===== src/rtl/melody_pkg.sv =====
// Shared definitions for the melody sequencer: state encoding, melody ids,
// ROM entry layout, note divider constants and ROM helper functions.
package melody_pkg;

  localparam int ID_W       = 3;
  localparam int NOTE_IDX_W = 2;
  localparam int ADDR_W     = 4;
  localparam int DIV_W      = 18;
  localparam int DUR_W      = 4;

  // FSM encoding
  localparam logic [2:0] ST_IDLE = 3'd0;
  localparam logic [2:0] ST_LOAD = 3'd1;
  localparam logic [2:0] ST_PLAY = 3'd2;
  localparam logic [2:0] ST_GAP  = 3'd3;
  localparam logic [2:0] ST_DONE = 3'd4;

  // Melody ids; anything from 4 up has no table entry
  localparam logic [ID_W-1:0] ID_SPIN  = 3'd0;
  localparam logic [ID_W-1:0] ID_WIN   = 3'd1;
  localparam logic [ID_W-1:0] ID_LOSE  = 3'd2;
  localparam logic [ID_W-1:0] ID_CLEAR = 3'd3;

  // Start address reported for ids without a melody
  localparam logic [ADDR_W-1:0] ADDR_NONE = 4'hF;

  // Half-period dividers
  localparam logic [DIV_W-1:0] N30000 = 18'd30000;
  localparam logic [DIV_W-1:0] N35000 = 18'd35000;
  localparam logic [DIV_W-1:0] N45000 = 18'd45000;
  localparam logic [DIV_W-1:0] N50000 = 18'd50000;
  localparam logic [DIV_W-1:0] N70000 = 18'd70000;
  localparam logic [DIV_W-1:0] N90000 = 18'd90000;
  localparam logic [DIV_W-1:0] N_REST = 18'd0;

  typedef struct packed {
    logic             last;
    logic [DIV_W-1:0] divider;
    logic [DUR_W-1:0] dur;
  } entry_t;

  function automatic entry_t mk_entry(input logic last, input logic [DIV_W-1:0] div,
                                      input logic [DUR_W-1:0] dur);
    entry_t e;
    e.last    = last;
    e.divider = div;
    e.dur     = dur;
    return e;
  endfunction

  function automatic logic [ADDR_W-1:0] melody_start(input logic [ID_W-1:0] id);
    logic [ADDR_W-1:0] a;
    case (id)
      ID_SPIN:  a = 4'd0;
      ID_WIN:   a = 4'd1;
      ID_LOSE:  a = 4'd4;
      ID_CLEAR: a = 4'd7;
      default:  a = ADDR_NONE;
    endcase
    return a;
  endfunction

endpackage


===== src/rtl/melody_sequencer_if.sv =====
// Request/status/tone bundle between a host and the melody sequencer.
interface melody_sequencer_if;
  import melody_pkg::*;

  logic            play_req;
  logic [ID_W-1:0] play_id;
  logic            abort;
  logic            play_ack;
  logic            busy;
  logic            done;
  logic [31:0]     tone_divider;
  logic            tone_on;

  modport master (output play_req, play_id, abort,
                  input  play_ack, busy, done, tone_divider, tone_on);
  modport slave  (input  play_req, play_id, abort,
                  output play_ack, busy, done, tone_divider, tone_on);
endinterface


===== src/rtl/melody_rom.sv =====
// Note table for all melodies. Output entry and start address are registered,
// so the entry for (id, idx) is visible one cycle after it is addressed.
module melody_rom
  import melody_pkg::*;
(
  input  logic                  clk,
  input  logic                  rst,
  input  logic [ID_W-1:0]       melody_id,
  input  logic [NOTE_IDX_W-1:0] note_idx,
  output entry_t                entry,
  output logic [ADDR_W-1:0]     start_addr
);

  logic [ADDR_W-1:0] base;
  logic [ADDR_W-1:0] addr;
  entry_t            rd;

  // address = melody base + note index, then table lookup
  always_comb begin
    base = melody_start(melody_id);
    addr = base + ADDR_W'(note_idx);
    case (addr)
      4'd0:    rd = mk_entry(1'b1, N50000, 4'd1);
      4'd1:    rd = mk_entry(1'b0, N35000, 4'd1);
      4'd2:    rd = mk_entry(1'b0, N50000, 4'd1);
      4'd3:    rd = mk_entry(1'b1, N70000, 4'd1);
      4'd4:    rd = mk_entry(1'b0, N90000, 4'd8);
      4'd5:    rd = mk_entry(1'b0, N_REST, 4'd8);
      4'd6:    rd = mk_entry(1'b1, N90000, 4'd8);
      4'd7:    rd = mk_entry(1'b0, N30000, 4'd4);
      4'd8:    rd = mk_entry(1'b0, N35000, 4'd4);
      4'd9:    rd = mk_entry(1'b0, N30000, 4'd4);
      4'd10:   rd = mk_entry(1'b1, N45000, 4'd4);
      default: rd = mk_entry(1'b0, N_REST, 4'd0);
    endcase
  end

  // registered read port
  always_ff @(posedge clk) begin
    if (rst) begin
      entry      <= '0;
      start_addr <= '0;
    end else begin
      entry      <= rd;
      start_addr <= base;
    end
  end

endmodule


===== src/rtl/melody_sequencer.sv =====
// Melody sequencer: plays a selected melody from melody_rom as a sequence of
// buzzer dividers with a silent gap after each note.
// Optional build macro MELODY_SEQUENCER_LOOP_EN: melody id0 repeats until abort.
//
// Gap timing: the LOAD cycle between two notes is silent, so the GAP state
// runs GAP_CYC-1 cycles before a LOAD and a full GAP_CYC before DONE; every
// note is therefore followed by exactly GAP_CYC silent cycles.
module melody_sequencer
  import melody_pkg::*;
#(
  parameter int TICK_CYC = 131072,
  parameter int GAP_CYC  = 4096
) (
  input logic               clk,
  input logic               rst,
  melody_sequencer_if.slave bus
);

  localparam int PLAY_MAX = 16 * TICK_CYC;
  localparam int CNT_MAX  = (PLAY_MAX > GAP_CYC) ? PLAY_MAX : GAP_CYC;
  localparam int CNT_W    = $clog2(CNT_MAX + 1);
  localparam logic [CNT_W-1:0] CNT_ONE = CNT_W'(1);

  logic [2:0]            state;
  logic [CNT_W-1:0]      cnt;
  logic [ID_W-1:0]       id_q;
  logic [NOTE_IDX_W-1:0] idx;
  logic [DIV_W-1:0]      div_q;
  logic                  last_q;
  logic                  play_ack_q;

  entry_t                rom_entry;
  logic [ADDR_W-1:0]     rom_start;
  logic [ID_W-1:0]       rom_id;
  logic [NOTE_IDX_W-1:0] rom_idx;
  logic                  accept;
  logic                  loop_id;
  logic [CNT_W-1:0]      play_len;
  logic [CNT_W-1:0]      gap_len;

  // while idle the ROM is pointed at the first note of the requested melody
  assign rom_id  = (state == ST_IDLE) ? bus.play_id : id_q;
  assign rom_idx = (state == ST_IDLE) ? '0 : idx;

  melody_rom u_rom (
    .clk        (clk),
    .rst        (rst),
    .melody_id  (rom_id),
    .note_idx   (rom_idx),
    .entry      (rom_entry),
    .start_addr (rom_start)
  );

  assign accept = (state == ST_IDLE) && bus.play_req && !bus.abort;

`ifdef MELODY_SEQUENCER_LOOP_EN
  assign loop_id = (id_q == ID_SPIN);
`else
  assign loop_id = 1'b0;
`endif

  // dur 0 encodes 16 ticks
  assign play_len = (rom_entry.dur == '0) ? CNT_W'(PLAY_MAX)
                                          : CNT_W'(TICK_CYC) * CNT_W'(rom_entry.dur);
  assign gap_len  = (last_q && !loop_id) ? CNT_W'(GAP_CYC) : CNT_W'(GAP_CYC - 1);

  // sequencing FSM with shared note/gap down-counter
  always_ff @(posedge clk) begin
    if (rst) begin
      state      <= ST_IDLE;
      cnt        <= '0;
      id_q       <= '0;
      idx        <= '0;
      div_q      <= '0;
      last_q     <= 1'b0;
      play_ack_q <= 1'b0;
    end else begin
      play_ack_q <= 1'b0;
      if (bus.abort && state != ST_IDLE) begin
        state <= ST_IDLE;
        cnt   <= '0;
        idx   <= '0;
      end else begin
        case (state)
          ST_IDLE: if (accept) begin
            state      <= ST_LOAD;
            id_q       <= bus.play_id;
            idx        <= '0;
            play_ack_q <= 1'b1;
          end
          ST_LOAD: if (rom_start == ADDR_NONE) begin
            state <= ST_DONE;
          end else begin
            div_q  <= rom_entry.divider;
            last_q <= rom_entry.last;
            cnt    <= play_len;
            idx    <= rom_entry.last ? '0 : idx + 1'b1;
            state  <= ST_PLAY;
          end
          ST_PLAY: if (cnt <= CNT_ONE) begin
            cnt   <= gap_len;
            state <= ST_GAP;
          end else begin
            cnt <= cnt - 1'b1;
          end
          ST_GAP: if (cnt <= CNT_ONE) begin
            cnt   <= '0;
            state <= (last_q && !loop_id) ? ST_DONE : ST_LOAD;
          end else begin
            cnt <= cnt - 1'b1;
          end
          ST_DONE: state <= ST_IDLE;
          default: state <= ST_IDLE;
        endcase
      end
    end
  end

  assign bus.play_ack     = play_ack_q;
  assign bus.busy         = (state != ST_IDLE);
  assign bus.done         = (state == ST_DONE);
  assign bus.tone_on      = (state == ST_PLAY) && (div_q != '0);
  assign bus.tone_divider = (state == ST_PLAY) ? 32'(div_q) : 32'd0;

endmodule


===== src/flat_wrapper.sv =====
// flat-port wrapper written by rule: the top's interface ports become plain ports
module melody_sequencer_flat import melody_pkg::*;
#(
  parameter int TICK_CYC = 131072,
  parameter int GAP_CYC  = 4096
)
  (clk, rst, bus_play_req, bus_play_id, bus_abort, bus_play_ack, bus_busy, bus_done, bus_tone_divider, bus_tone_on);
  melody_sequencer_if bus_i ();
  input logic clk;
  input logic rst;
  input wire logic [$bits(bus_i.play_req)-1:0] bus_play_req;
  input wire logic [$bits(bus_i.play_id)-1:0] bus_play_id;
  input wire logic [$bits(bus_i.abort)-1:0] bus_abort;
  output wire logic [$bits(bus_i.play_ack)-1:0] bus_play_ack;
  output wire logic [$bits(bus_i.busy)-1:0] bus_busy;
  output wire logic [$bits(bus_i.done)-1:0] bus_done;
  output wire logic [$bits(bus_i.tone_divider)-1:0] bus_tone_divider;
  output wire logic [$bits(bus_i.tone_on)-1:0] bus_tone_on;
  assign bus_i.play_req = bus_play_req;
  assign bus_i.play_id = bus_play_id;
  assign bus_i.abort = bus_abort;
  assign bus_play_ack = bus_i.play_ack;
  assign bus_busy = bus_i.busy;
  assign bus_done = bus_i.done;
  assign bus_tone_divider = bus_i.tone_divider;
  assign bus_tone_on = bus_i.tone_on;
  melody_sequencer #(.TICK_CYC(TICK_CYC), .GAP_CYC(GAP_CYC)) u_core (.clk(clk), .rst(rst), .bus(bus_i));
endmodule

===== config.mk =====
export PLATFORM = sky130hd
export DESIGN_NAME = melody_sequencer_flat
export DESIGN_NICKNAME = d
export VERILOG_FILES = /design/src/rtl/melody_pkg.sv /design/src/rtl/melody_sequencer_if.sv /design/src/rtl/melody_rom.sv /design/src/rtl/melody_sequencer.sv /design/src/flat_wrapper.sv
export SDC_FILE = /design/constraint.sdc
export NUM_CORES = 1
export LEC_CHECK = 0
export CAP_MARGIN = 30
export CORE_ASPECT_RATIO = 1.5
export CORE_MARGIN = 8
export CORE_UTILIZATION = 51
export DETAILED_ROUTE_END_ITERATION = 16
export PLACE_DENSITY = 0.77
export SYNTH_ARGS = -nofsm -noshare
export SYNTH_HDL_FRONTEND = slang
export SYNTH_SLANG_ARGS = --single-unit

===== constraint.sdc =====
create_clock -name clk -period 2.75 [get_ports clk]
set_input_delay 0.55 -clock clk [delete_from_list [all_inputs] [get_ports clk]]
set_output_delay 0.55 -clock clk [all_outputs]
set_load 0.005 [all_outputs]

# After elaboration in Yosys (flattened, before gate mapping)
# Memories as Yosys holds them, arrays and structs flattened. A register that Yosys moved wholly into a read port is not among the register bits.
# Cells that the tools add are included.
[classes] n_addsub=3 order_cmp=1 n_eq_ne=12 mux=21 bitwise=3 reduce_logical=19
[op_table] cell="$mux 22" count=4
[op_table] cell="$pmux 22 s3" count=1
[op_table] cell="$le 22x1->1 const B" count=1
[op_table] cell="$sub 22x1->22 const B" count=1
[op_table] cell="$mux 18" count=1
[op_table] cell="$mux 3" count=6
[op_table] cell="$reduce_bool 18->1" count=1
[op_table] cell="$pmux 4 s4" count=1
[op_table] cell="$mux 13" count=1
[op_table] cell="$eq 3x2->1 const B" count=4
[op_table] cell="$pmux 3 s4" count=1
[op_table] cell="$reduce_and 3->1" count=4
[op_table] cell="$mux 2" count=4
[op_table] cell="$eq 3x1->1 const B" count=2
[op_table] cell="$logic_not 3->1" count=2
[op_table] cell="$ne 2x1->1 const B" count=3
[op_table] cell="$reduce_bool 3->1" count=2
[op_table] cell="$add 4x2->4" count=1
[op_table] cell="$eq 4x4->1 const B" count=1
[op_table] cell="$logic_and 1x1->1" count=4
[op_table] cell="$logic_not 4->1" count=1
[op_table] cell="$pmux 2 s2" count=1
[op_table] cell="$eq 3x3->1 const B" count=1
[op_table] cell="$not 1->1" count=3
[op_table] cell="8 further kinds" count=8
[totals] reg_bits=76 mem_bits_ro=288 in_bits=7 out_inout_bits=36 elab_cells=70 mem_count=1
[memory_table] name="(name not given)" depth=16 word_bits=18 rd=1 rd_ports_with_merged_regs=1 write_ports=0 line_no="melody_rom.sv:22" rtl="case (addr)"

# Logic depth before layout (Yosys ltp)
[depth] ltp_word=5 ltp_mapped=14

# Modules after synthesis
# From an unflattened synthesis, not the netlist that was laid out.
[unflattened] hier_cells=455 hier_area_um2=3801.1
[by_module_without_submodules] module="melody_sequencer" n_inst=1 cells_per_inst=349 area_each_um2=2836.5
[by_module_without_submodules] module="melody_rom" n_inst=1 cells_per_inst=106 area_each_um2=964.7

# Least setup slack after synthesis
# No wires, ideal clock.
[synth_timing] path_type="register to register" start="register u_core.state[0]" end="register, netlist name u_core.u_rom.entry[9]" setup_ps=129 t_arrival_ps=2466 required_time_ps=2621 setup_slack_ps=155 path_stages_with_launch=12 path_buffers=2 period_less_slack_ps=2595 cell_sequence="dfxtp_1 -> buf_2 -> nor3_2 -> buf_2 -> nor3_1 -> nor2_1 -> ha_1 -> inv_1 -> fa_1 -> xnor2_1 -> mux2i_1 -> o32ai_1"
[synth_via] elab_chain_len=5 word_cells_on_any_way=9
[synth_rtl] element="start, declared" line_no="melody_sequencer.sv:24" rtl="logic [2:0] state;"
[synth_rtl] element="start signal, assigned" line_no="melody_sequencer.sv:108" rtl="state <= (last_q && !loop_id) ? ST_DONE : ST_LOAD;"
[synth_rtl] element="$logic_not 3->1 (*)" line_no="melody_sequencer.sv:42" rtl="assign rom_id = (state == ST_IDLE) ? bus.play_id : id_q;"
[synth_rtl] element="$mux 3 (*)" line_no="melody_sequencer.sv:42"
[synth_rtl] element="$eq 3x2->1 (tied with other cells)" line_no="melody_pkg.sv:53" rtl="case (id)"
[synth_rtl] element="$pmux 4 s4 (*)" line_no="melody_pkg.sv:53"
[synth_rtl] element="named net u_core.u_rom.base[0]" line_no="melody_rom.sv:14" rtl="logic [ADDR_W-1:0] base;"
[synth_rtl] element="$add 4x2->4 (*)" line_no="melody_rom.sv:21" rtl="addr = base + ADDR_W'(note_idx);"
# Mark *: on every way through the listed nets, which the timed path passes. The rest lies on a longest branch.
# A chain may end at the register's enable or synchronous reset.

# Worst setup path in the final report
[layout_timing] start="input bus_play_id[0]" end="register, netlist name u_core.u_rom.entry[14]"
[layout_via] elab_chain_len=4 word_cells_on_any_way=7
[layout_rtl] element="start, declared" line_no="flat_wrapper.sv:12" rtl="input wire logic [$bits(bus_i.play_id)-1:0] bus_play_id;"
[layout_rtl] element="$mux 3 (*)" line_no="melody_sequencer.sv:42"
[layout_rtl] element="$eq 3x2->1 (tied with other cells)" line_no="melody_pkg.sv:53"
[layout_rtl] element="$pmux 4 s4 (*)" line_no="melody_pkg.sv:53"
[layout_rtl] element="named net u_core.u_rom.base[0]" line_no="melody_rom.sv:14"
[layout_rtl] element="$add 4x2->4 (*)" line_no="melody_rom.sv:21"
# Marks and branches as above.

==> reports/results.txt <==
Status: complete, no violations
Internal Dissipation: 1.83 mW
Overall global routing resource usage: 0.195
Class of the worst hold path: reg -> reg
Dpl cell area: 0.00396 mm2
Number of different library cells in the post-synthesis netlist: 63
CTS buffer count: 9
Count of port buffers added during placement: 24
Max incr delay on CP: 0.46 ns
Syn Std Cell Area: 0.00359 mm2
Critical hold path startpoint: u_core.u_rom.entry[20]
Synth top area cells: dfxtp_1 (37%), a21oi_1 (6.0%), nor2_1 (5.3%), mux2i_1 (5.3%), buf_4 (4.0%)
Area growth, synth to finish: 17.6%
Number of hold violations in the final report: 0
Worst Path Max Fanout: 3
Worst IR Drop VDD: 0.516 mV
Via count of the first global-routing pass: 3411
Highest-delay cell along the critical path: clkdlybuf4s50_1
Total Power: 2.56 mW
Average wire per standard cell: 17.0 um
Most numerous cell types in the synthesized netlist: dfxtp_1 (66), nor2_1 (51), a21oi_1 (43), nand2_1 (33), o21ai_0 (25)
Io pins: 43
DIE WIDTH: 84.5 um
Least-Margin Pin Slew: 0.577 ns
Pin count of the biggest net entering global routing: 39
Die area: 0.0100 mm2
Seq cells post-synth: 66
Maxcap violations: 0
Critical path's most frequent cell: ha_1
Syn Area/Cell: 8.18 um2
Worst hold path cell count: 2
Switching share of power: 0.286
Switch Pwr: 731 uW
Ratio of final minimum period to clock period: 0.952
Residual overflow from global routing: 0
Global placement routability congestion: 0.905
Post-synthesis async set-or-reset flop share: 0
# DRC: 0
Startpoint types: input pin
RR Startpoint: u_core.state[0]
Crit path DAT: 2.90 ns
Net count of the finished layout: 495
Layout cell share with drive strength beyond 1: 0.133
Most numerous cell in the Yosys netlist: dfxtp_1
TritonCTS clock tree: built
Min-Delay Endpoint: u_core.div_q[16]
Slew headroom: 0.612
Synth area leader: dfxtp_1
Final-report max-slew violation count: 0
Via/cell ratio: 5.98
Maximum buffer depth of the clock tree: 2
Residual antenna-violating net count after detailed routing: 0
Setup slack on the worst flop-to-flop path: 0.17 ns
Instance count of the mapped netlist: 439
Sequential group share of total power: 0.402
Number of vias after detailed routing: 3354
Global-route wire length before repair: 15.9 mm
Cell Rows: 37
Floorplan core area: 0.00685 mm2
Total number of clock tree sinks: 66
Final standard cell utilization of the core: 0.616
Antenna violations before repair: 0
Number of fill cells in the layout: 607
Prevailing post-synth register cell: dfxtp_1
Number of synthesized flops with an enable pin: 0
Vertical die dimension: 119 um
Worst R2R Path Depth: 12
Fraction of synthesized cell area taken by the top area cell type: 0.368
Cts hold-fix bufs: 0
Clock transition at path regs: 0.07 ns
Total inserted antenna cells: 0
Total number of yosys warnings: 0
Leak Pwr: 1.79 nW
Unrepaired setup endpoints after global routing: no
Ratio of total power to cell area: 606 mW/mm2
Ordered cell list for the critical path: clkdlybuf4s50_1 -> nor3_2 -> nor2_1 -> ha_1 -> inv_1 -> fa_1 -> ha_1 -> or3_1 -> a21oi_1
Cell at the root of the clock tree: clkbuf_8
Initial Utilization: 0.524
# setup viols final: 0
Source-to-sink clock delay at the later pin of the worst-skew pair: 0.35 ns
Clock power share: 0.401
Count of routing violations after the opening detailed-route iteration: 324
Endpoint kind of the worst setup timing path: flop
Register area share after synthesis: 0.368
Clock Skews: 0.00923 ns
Final critical-path required period: 2.62 ns
First-pass iteration count of the detailed router: 7
Logic pwr share: 0.197
Post-detailed-placement half-perimeter wirelength: 6.80 mm
RR Endpoint: u_core.u_rom.entry[8]
CTS H-tree depth: 3
Required time of the critical path: 3.03 ns
Post-detailed-routing wire length: 9.53 mm
Achievable frequency: 382 MHz
Start-to-end type of the worst setup path: in -> reg
Post-Layout Inst Area: 0.00422 mm2
## flip-flops by register name (all words and copies together) (netlist names), 2 cells and up
signal / flops
u_core.idx: 2
u_core.u_rom.entry: 17
u_core.state: 3
u_core.div_q: 13
u_core.u_rom.start_addr: 4
u_core.cnt: 22
u_core.id_q: 3
## metrics by stage
step / cells / setup slack (ns) / hold WS, ns / setup TNS, ns
2_1_floorplan: 456 / 0.155 / 0.437 / 0
3_3_place_gp: 545 / -0.100 / 0.443 / -0.977
3_5_place_dp: 545 / -0.146 / 0.455 / -1.47
4_1_cts: 561 / 0.123 / 0.472 / 0
5_1_grt: 561 / 0.00459 / 0.499 / 0
6_report: 561 / 0.131 / 0.467 / 0
## metal layers
layer	vias up	global-route usage	share of wire
met3	32	0.0451	0.050
met2	132	0.356	0.55
met4	0	0.120	0.027
met1	1583	0.194	0.38
met5	-	0	0
li1	1607	-	-
## worst max-delay path by stage
stage	from	end	slack, ns
CTS	u_core.state[0]	bus_tone_divider[3]	0.12
global placement	bus_play_id[0]	u_core.u_rom.entry[14]	-0.10
detailed placement	bus_play_id[2]	u_core.u_rom.entry[8]	-0.15
global route	u_core.state[0]	u_core.u_rom.entry[10]	0.005
floorplan	u_core.state[0]	u_core.u_rom.entry[9]	0.16
finish	bus_play_id[0]	u_core.u_rom.entry[14]	0.13
## cells in the final DEF, fill, tap and decap left out, drive strengths merged, types with 3 or more instances in the layout
cell / n
mux2i: 20
o22ai: 3
a31oi: 6
conb: 18
nand4b: 3
nor2: 52
nor3: 20
dfxtp: 66
inv: 13
and3: 13
bufinv: 3
or2: 3
clkbuf: 10
or4: 4
o21ai: 29
a21o: 4
o31ai: 3
nand2: 35
a211oi: 4
a21oi: 43
ha: 9
nor2b: 7
nand3b: 4
nor3b: 4
nor4: 9
clkdlybuf4s50: 24
nand3: 10
buf: 27
nand2b: 4
and2: 5
## area by class of cell
class	instances	area (um2)	share of cell area
Tap cell	78	97.6	0.0231
Sequential cell	66	1320	0.313
Timing Repair Buffer	51	443	0.105
Multi-Input combinational cell	338	2070	0.489
Inverter	12	45.0	0.0107
Clock buffer	10	138	0.0326
Clock inverter	6	113	0.0267
## what timing repair did
| action | 4_1_cts | 5_1_grt |
|---|---|---|
| endpoints found under the setup margin | 0 | 11 |
| setup buffers | 0 | 0 |
| gates resized for setup | 0 | 3 |
## worst max-delay path: cells and delay by family
kind	cells	cell delay [ns]
AO/OA/AOI/OAI	1	0.14
adder cells (fa/ha/maj)	3	0.93
buffers and inverters	2	0.53
AND/OR/NAND/NOR	3	0.76
## cells by family after synthesis
kind of cell	share of synthesized area
AO/OA/AOI/OAI	0.177
buffers and inverters	0.0784
adder cells (fa/ha/maj)	0.0369
flip-flops	0.368
AND/OR/NAND/NOR	0.272
other	0.00104
XOR/XNOR	0.00941
multiplexers	0.0568
## power by group through the flow
stage	Combinational, mW	Clock, mW	Sequential [mW]
after floorplan	0.359	0	1.04
after global placement	0.479	0	1.05
after detailed placement	0.486	0	1.05
after CTS	0.491	1.04	1.03
after global routing	0.551	1.08	1.03
final	0.504	1.03	1.03
No activity file was read; power rests on OpenSTA's default activity.
